<file path="config.mk">
export PLATFORM = sky130hd
export DESIGN_NAME = keypad_event_encoder
export DESIGN_NICKNAME = d
export VERILOG_FILES = /design/src/rtl/keypad_event_encoder.sv
export SDC_FILE = /design/constraint.sdc
export NUM_CORES = 1
export LEC_CHECK = 0
export BUFFER_PORTS_ARGS = -buffer_cell sky130_fd_sc_hd__clkbuf_2
export CORE_ASPECT_RATIO = 1.2
export CORE_MARGIN = 5
export CORE_UTILIZATION = 45
export DETAILED_ROUTE_END_ITERATION = 8
export PLACE_DENSITY_LB_ADDON = 0.12
export SLEW_MARGIN = 20
export SYNTH_ARGS = -nofsm -noshare
export SYNTH_HDL_FRONTEND = slang
export SYNTH_SLANG_ARGS = --single-unit
</file>
<file path="constraint.sdc">
create_clock -name Clock -period 4.2 [get_ports Clock]
set_clock_uncertainty 0.15 [all_clocks]
set_input_delay 0.42 -clock Clock [delete_from_list [all_inputs] [get_ports Clock]]
set_output_delay 0.42 -clock Clock [all_outputs]
set_load 0.005 [all_outputs]
</file>
<file path="src/rtl/keypad_event_encoder.sv">
// N-key raw level vector to a queued stream of press / release / auto-repeat events.
// Path: two-flop synchroniser, per-key debounce, edge capture, priority arbiter, valid/ready FIFO.
module keypad_event_encoder #(
  parameter int N_KEYS        = 16,
  parameter int CODE_W        = 4,
  parameter int DEBOUNCE      = 3,
  parameter int DEPTH         = 8,
  parameter int REPEAT_DELAY  = 20,
  parameter int REPEAT_PERIOD = 8,
  parameter int REL_EN        = 1
) (
  input  logic              Clock,
  input  logic              Reset,
  input  logic [N_KEYS-1:0] key,
  output logic              ev_valid,
  input  logic              ev_ready,
  output logic [CODE_W-1:0] ev_code,
  output logic              ev_press,
  output logic              ev_repeat,
  output logic [CODE_W:0]   ev_count,
  output logic              overflow
);

  localparam int AW     = $clog2(DEPTH);
  localparam int CW     = AW + 1;
  localparam int DB_W   = (DEBOUNCE > 1) ? $clog2(DEBOUNCE) : 1;
  localparam int RP_MAX = (REPEAT_DELAY > REPEAT_PERIOD) ? REPEAT_DELAY : REPEAT_PERIOD;
  localparam int RP_W   = $clog2(RP_MAX + 1);

  typedef struct packed {
    logic [CODE_W-1:0] code;
    logic              press;
    logic              rpt;
  } event_t;

  logic [N_KEYS-1:0] s1, s2, stable, stable_d;
  logic [N_KEYS-1:0] pend_press, pend_rel;
  logic [DB_W-1:0]   db_cnt [N_KEYS];
  logic [RP_W-1:0]   rep_cnt;
  logic              rep_first;

  event_t            mem [DEPTH];
  logic [AW-1:0]     wr_ptr, rd_ptr;
  logic [CW-1:0]     count;

  logic [N_KEYS-1:0] rise, fall, clr_press, clr_rel;
  logic              single, rep_req, lost;
  logic              press_any, rel_any;
  logic [CODE_W-1:0] press_idx, rel_idx, held_idx;
  logic              pop, can_push, push;
  event_t            push_ev, head;

  // Edges come from the registered stable vector, which adds the one-cycle pending stage.
  assign rise   = stable & ~stable_d;
  assign fall   = (REL_EN != 0) ? (stable_d & ~stable) : '0;
  assign single = (stable != '0) && ((stable & (stable - 1'b1)) == '0);

  assign rep_req = (REPEAT_DELAY != 0) && single &&
                   (rep_first ? (rep_cnt == RP_W'(REPEAT_PERIOD))
                              : (rep_cnt == RP_W'(REPEAT_DELAY)));

  // NOTE: every always_comb output gets a default first so no path infers a latch.
  always_comb begin
    press_any = 1'b0;
    rel_any   = 1'b0;
    press_idx = '0;
    rel_idx   = '0;
    held_idx  = '0;
    for (int i = N_KEYS - 1; i >= 0; i--) begin
      if (pend_press[i]) begin
        press_any = 1'b1;
        press_idx = CODE_W'(i);
      end
      if (pend_rel[i]) begin
        rel_any = 1'b1;
        rel_idx = CODE_W'(i);
      end
      if (stable[i]) held_idx = CODE_W'(i);
    end
  end

  always_comb begin
    push_ev = '{code: held_idx, press: 1'b1, rpt: 1'b1};
    if (press_any)    push_ev = '{code: press_idx, press: 1'b1, rpt: 1'b0};
    else if (rel_any) push_ev = '{code: rel_idx,   press: 1'b0, rpt: 1'b0};
  end

  assign pop       = (count != '0) && ev_ready;
  assign can_push  = (count < CW'(DEPTH)) || pop;
  assign push      = can_push && (press_any || rel_any || rep_req);
  assign clr_press = (push && press_any) ? (N_KEYS'(1) << press_idx) : '0;
  assign clr_rel   = (push && !press_any && rel_any) ? (N_KEYS'(1) << rel_idx) : '0;
  assign lost      = |(rise & pend_press & ~clr_press) | |(fall & pend_rel & ~clr_rel);

  // NOTE: sequential state uses non-blocking assignments so all flops update together.
  always_ff @(posedge Clock) begin
    if (!Reset) begin
      s1         <= '0;
      s2         <= '0;
      stable     <= '0;
      stable_d   <= '0;
      pend_press <= '0;
      pend_rel   <= '0;
      rep_cnt    <= '0;
      rep_first  <= 1'b0;
      wr_ptr     <= '0;
      rd_ptr     <= '0;
      count      <= '0;
      overflow   <= 1'b0;
      for (int i = 0; i < N_KEYS; i++) db_cnt[i] <= '0;
    end else begin
      s1       <= key;
      s2       <= s1;
      stable_d <= stable;

      for (int i = 0; i < N_KEYS; i++) begin
        if (s2[i] == stable[i]) begin
          db_cnt[i] <= '0;
        end else if (db_cnt[i] == DB_W'(DEBOUNCE - 1)) begin
          stable[i] <= s2[i];
          db_cnt[i] <= '0;
        end else begin
          db_cnt[i] <= db_cnt[i] + 1'b1;
        end
      end

      pend_press <= (pend_press & ~clr_press) | rise;
      pend_rel   <= (pend_rel & ~clr_rel) | fall;
      if (lost) overflow <= 1'b1;

      // A repeat request fires whether or not it wins the FIFO slot; losing it is silent.
      if (stable != stable_d) begin
        rep_cnt   <= '0;
        rep_first <= 1'b0;
      end else if (rep_req) begin
        rep_cnt   <= RP_W'(1);
        rep_first <= 1'b1;
      end else if (single && (REPEAT_DELAY != 0) && (rep_cnt < RP_W'(RP_MAX))) begin
        rep_cnt <= rep_cnt + 1'b1;
      end

      if (push) wr_ptr <= wr_ptr + 1'b1;
      if (pop)  rd_ptr <= rd_ptr + 1'b1;
      case ({push, pop})
        2'b10:   count <= count + 1'b1;
        2'b01:   count <= count - 1'b1;
        default: count <= count;
      endcase
    end
  end

  // NOTE: FIFO storage is not reset; the pointers and count define what is valid.
  always_ff @(posedge Clock) begin
    if (push) mem[wr_ptr] <= push_ev;
  end

  assign head      = mem[rd_ptr];
  assign ev_valid  = (count != '0);
  assign ev_code   = ev_valid ? head.code  : '0;
  assign ev_press  = ev_valid ? head.press : 1'b0;
  assign ev_repeat = ev_valid ? head.rpt   : 1'b0;
  assign ev_count  = (CODE_W + 1)'(count);

endmodule

</file>
==> impl_metrics.json <==
{
  "status": "complete, no violations",
  "placed_cells": 1185,
  "synth_most_common_cell": "dfxtp_1",
  "finalHoldViolCount": 0,
  "worst_path_max_delay_cell": "dfxtp_1",
  "cts_root_buf": "clkbuf_16",
  "n_antenna_cell": 0,
  "netlist_top_cells_area": "edfxtp_1 (26%), dfxtp_1 (25%), ha_1 (7.4%)",
  "path_clk_slew_ns": 0.08,
  "drt_first_pass_iters": 4,
  "clk_latency_ns": 0.44,
  "synth-edff-count": 80,
  "layout-drive-gt1-share": 0.1254,
  "yosysTopAreaCellShare": 0.2582,
  "first_iter_violations": 309,
  "routed_via_density": 5.151,
  "drv_cap": 0,
  "hp-class": "input port to register",
  "setup_tns_ns": 0,
  "synth_flop_cell": "dfxtp_1",
  "place_hpwl_mm": 14.45,
  "min_from": "key[14]",
  "grt_overflow": 0,
  "final_util": 0.5221,
  "ys_seq_elements": 196,
  "dieHeight_um": 167.5,
  "slew_headroom": 0.4558,
  "seq_area_um2": 4725,
  "nFillCells": 1872,
  "cp.required_ns": 4.41,
  "ir_worst_vdd_uv": 345.1,
  "track_usage": 0.1688,
  "yosys-top-cells-count": "dfxtp_1 (116), edfxtp_1 (80), nor2_1 (67)",
  "grt_pass1_vias": 6243,
  "design_power_total_mw": 4.742,
  "final_cells": 1222,
  "critPathLaunchType": "register",
  "drcViolationCount": 0,
  "synth_cell_types": 74,
  "async_reset_ff_frac": 0,
  "max_stage_delay_ns": 0.42,
  "cp_max_fo": 9,
  "cp-end-kind": "register",
  "cellLeakagePower_nw": 4.120,
  "cts_tree": "yes",
  "yosysTopAreaCell": "edfxtp_1",
  "powerDensity_nw_per_um2": 446.9,
  "nets": 1019,
  "numPortBuffers": 30,
  "setup_violations": 0,
  "post-route-period-util": 0.9196,
  "vias": 6294,
  "worst_slew_pin_slew_ns": 0.8152,
  "r2r-start": "stable[0]",
  "period_needed_ns": 3.862,
  "finalMaxSlewViolations": 0,
  "area_growth_pct": 14.05,
  "grt_first_pass_wirelength_mm": 31.84,
  "worst_slack_ns": 0.3378,
  "cp-startpoint": "stable[0]",
  "syn_area_um2": 9304,
  "cts_buffers": 17,
  "start_util": 0.4577,
  "ys_warn_count": 0,
  "multi_input_area_um2": 4314,
  "synth.avg_cell_area_um2": 10.73,
  "postRouteAntennaNets": 0,
  "path_cells": "nor4_4 > nand2_1 > o31a_1 > nor4_4 > nand4_1 > a21oi_2 > inv_2 > ha_1 > ha_1 > a21o_1 > a21oi_1 > xnor2_1 > or3_1 > a21boi_0",
  "io_pins": 32,
  "grt_max_degree": 69,
  "rows": 57,
  "wl_mm": 19.32,
  "grt_antenna_before_repair": 0,
  "wl_per_cell_um": 15.81,
  "htreeDepth": 4,
  "cts_max_path_buffers": 2,
  "crit_arrival_ns": 4.07,
  "clock.fmax_mhz": 258.9,
  "clkSinkCount": 196,
  "path_class": "register to register",
  "seq_area_frac_synth": 0.5078,
  "core_area_um2": 20330,
  "die-area_um2": 23660,
  "grt_setup_unrepaired": "false",
  "die_w_um": 141.3,
  "syn_inst": 867,
  "routabilityCongestion": 0.9771,
  "dpl_worst_slack_ns": 0.1986
}
## placed cells by master (no fill, tap or decap), drive strengths merged, types with 7 or more instances in the layout
| cell type | count |
|---|---|
| nand4 | 11 |
| nand2b | 9 |
| ha | 55 |
| clkbuf | 46 |
| nor2b | 38 |
| edfxtp | 80 |
| nand2 | 39 |
| o21ai | 20 |
| inv | 73 |
| buf | 32 |
| a31oi | 7 |
| o21a | 27 |
| dfxtp | 116 |
| nand3 | 13 |
| nor4 | 21 |
| nor3 | 10 |
| or3 | 7 |
| nand3b | 16 |
| mux2i | 24 |
| and2 | 57 |
| xor2 | 17 |
| mux4 | 12 |
| a21oi | 34 |
| a21boi | 7 |
| conb | 33 |
| nor2 | 67 |
## metrics by stage
stage | hold slack, ns | instance area, µm²
final | 0.02643 | 10610
after global routing | 0.01727 | 10610
after CTS | 0.01064 | 10570
after detailed placement | 0.2669 | 9950
after global placement | 0.2642 | 9950
after floorplan | 0.2619 | 9420
## sequential cells by signal (all words and copies together), names as in the netlist, named ones only
register and cells:
wr_ptr 3, stable 16, s1 16, rd_ptr 3, rep_cnt 5, db_cnt 32
pend_press 16, count 4, overflow 1, pend_rel 16, s2 16, mem 48
stable_d 16, rep_first 1
## worst max-delay path, delay by kind of cell, from the launching register on
kind / cells / cell delay, ns
xor+xnor: 1 / 0.09
fa+ha+maj: 2 / 0.51
buf+inv: 1 / 0.11
simple gates: 5 / 1.45
compound gates: 5 / 1.04
flops: 1 / 0.42
## routing by layer
| layer | vias to the layer above | part of all wire | track usage |
|---|---|---|---|
| li1 | 3201 | - | - |
| met1 | 2992 | 0.43 | 0.2024 |
| met2 | 83 | 0.52 | 0.3027 |
| met3 | 18 | 0.030 | 0.03109 |
| met4 | 0 | 0.018 | 0.05605 |
| met5 | - | 0 | 0 |
## cell type report
| type | instances | area share |
|---|---|---|
| inverters | 64 | 0.02264 |
| repair buffers | 61 | 0.03632 |
| flip-flops and latches | 196 | 0.4452 |
| well taps | 265 | 0.03125 |
| clock buffers | 17 | 0.04009 |
| multi-input cells | 604 | 0.4066 |
| clock inverters | 15 | 0.01792 |
## logic make-up (layout without fill, tap and decap cells)
group / after synthesis / count (layout) / share of synthesized area
mux: 36 / 36 / 0.05487
simple gates: 304 / 304 / 0.1840
flops: 196 / 196 / 0.5078
fa+ha+maj: 57 / 57 / 0.07719
compound gates: 151 / 151 / 0.1118
other cells: 2 / 33 / 0.0008072
buf+inv: 98 / 157 / 0.04196
xor+xnor: 23 / 23 / 0.02165
## power breakdown
part	switching (mW)	internal (mW)	total (mW)	leakage, nW
Clock	0.852	0.824	1.68	0.295
Sequential	0.110	2.13	2.24	1.71
Combinational	0.426	0.402	0.828	2.12
## what timing repair did
action | 4_1_cts | 5_1_grt
resized for setup | 0 | 1
hold buffers | 0 | 0
buffers inserted | 0 | 5
endpoints found under the setup margin | 0 | 1
## path summary, 6_finish.rpt
check | to | slack, ns | depth (start not counted)
worst max register to register | count[3] | 0.34 | 14
worst min register to register | s2[0] | 0.28 | 1
worst min-delay path | s1[14] | 0.03 | 2
worst max-delay path | count[3] | 0.34 | 14
No activity file was read; power rests on OpenSTA's default activity.
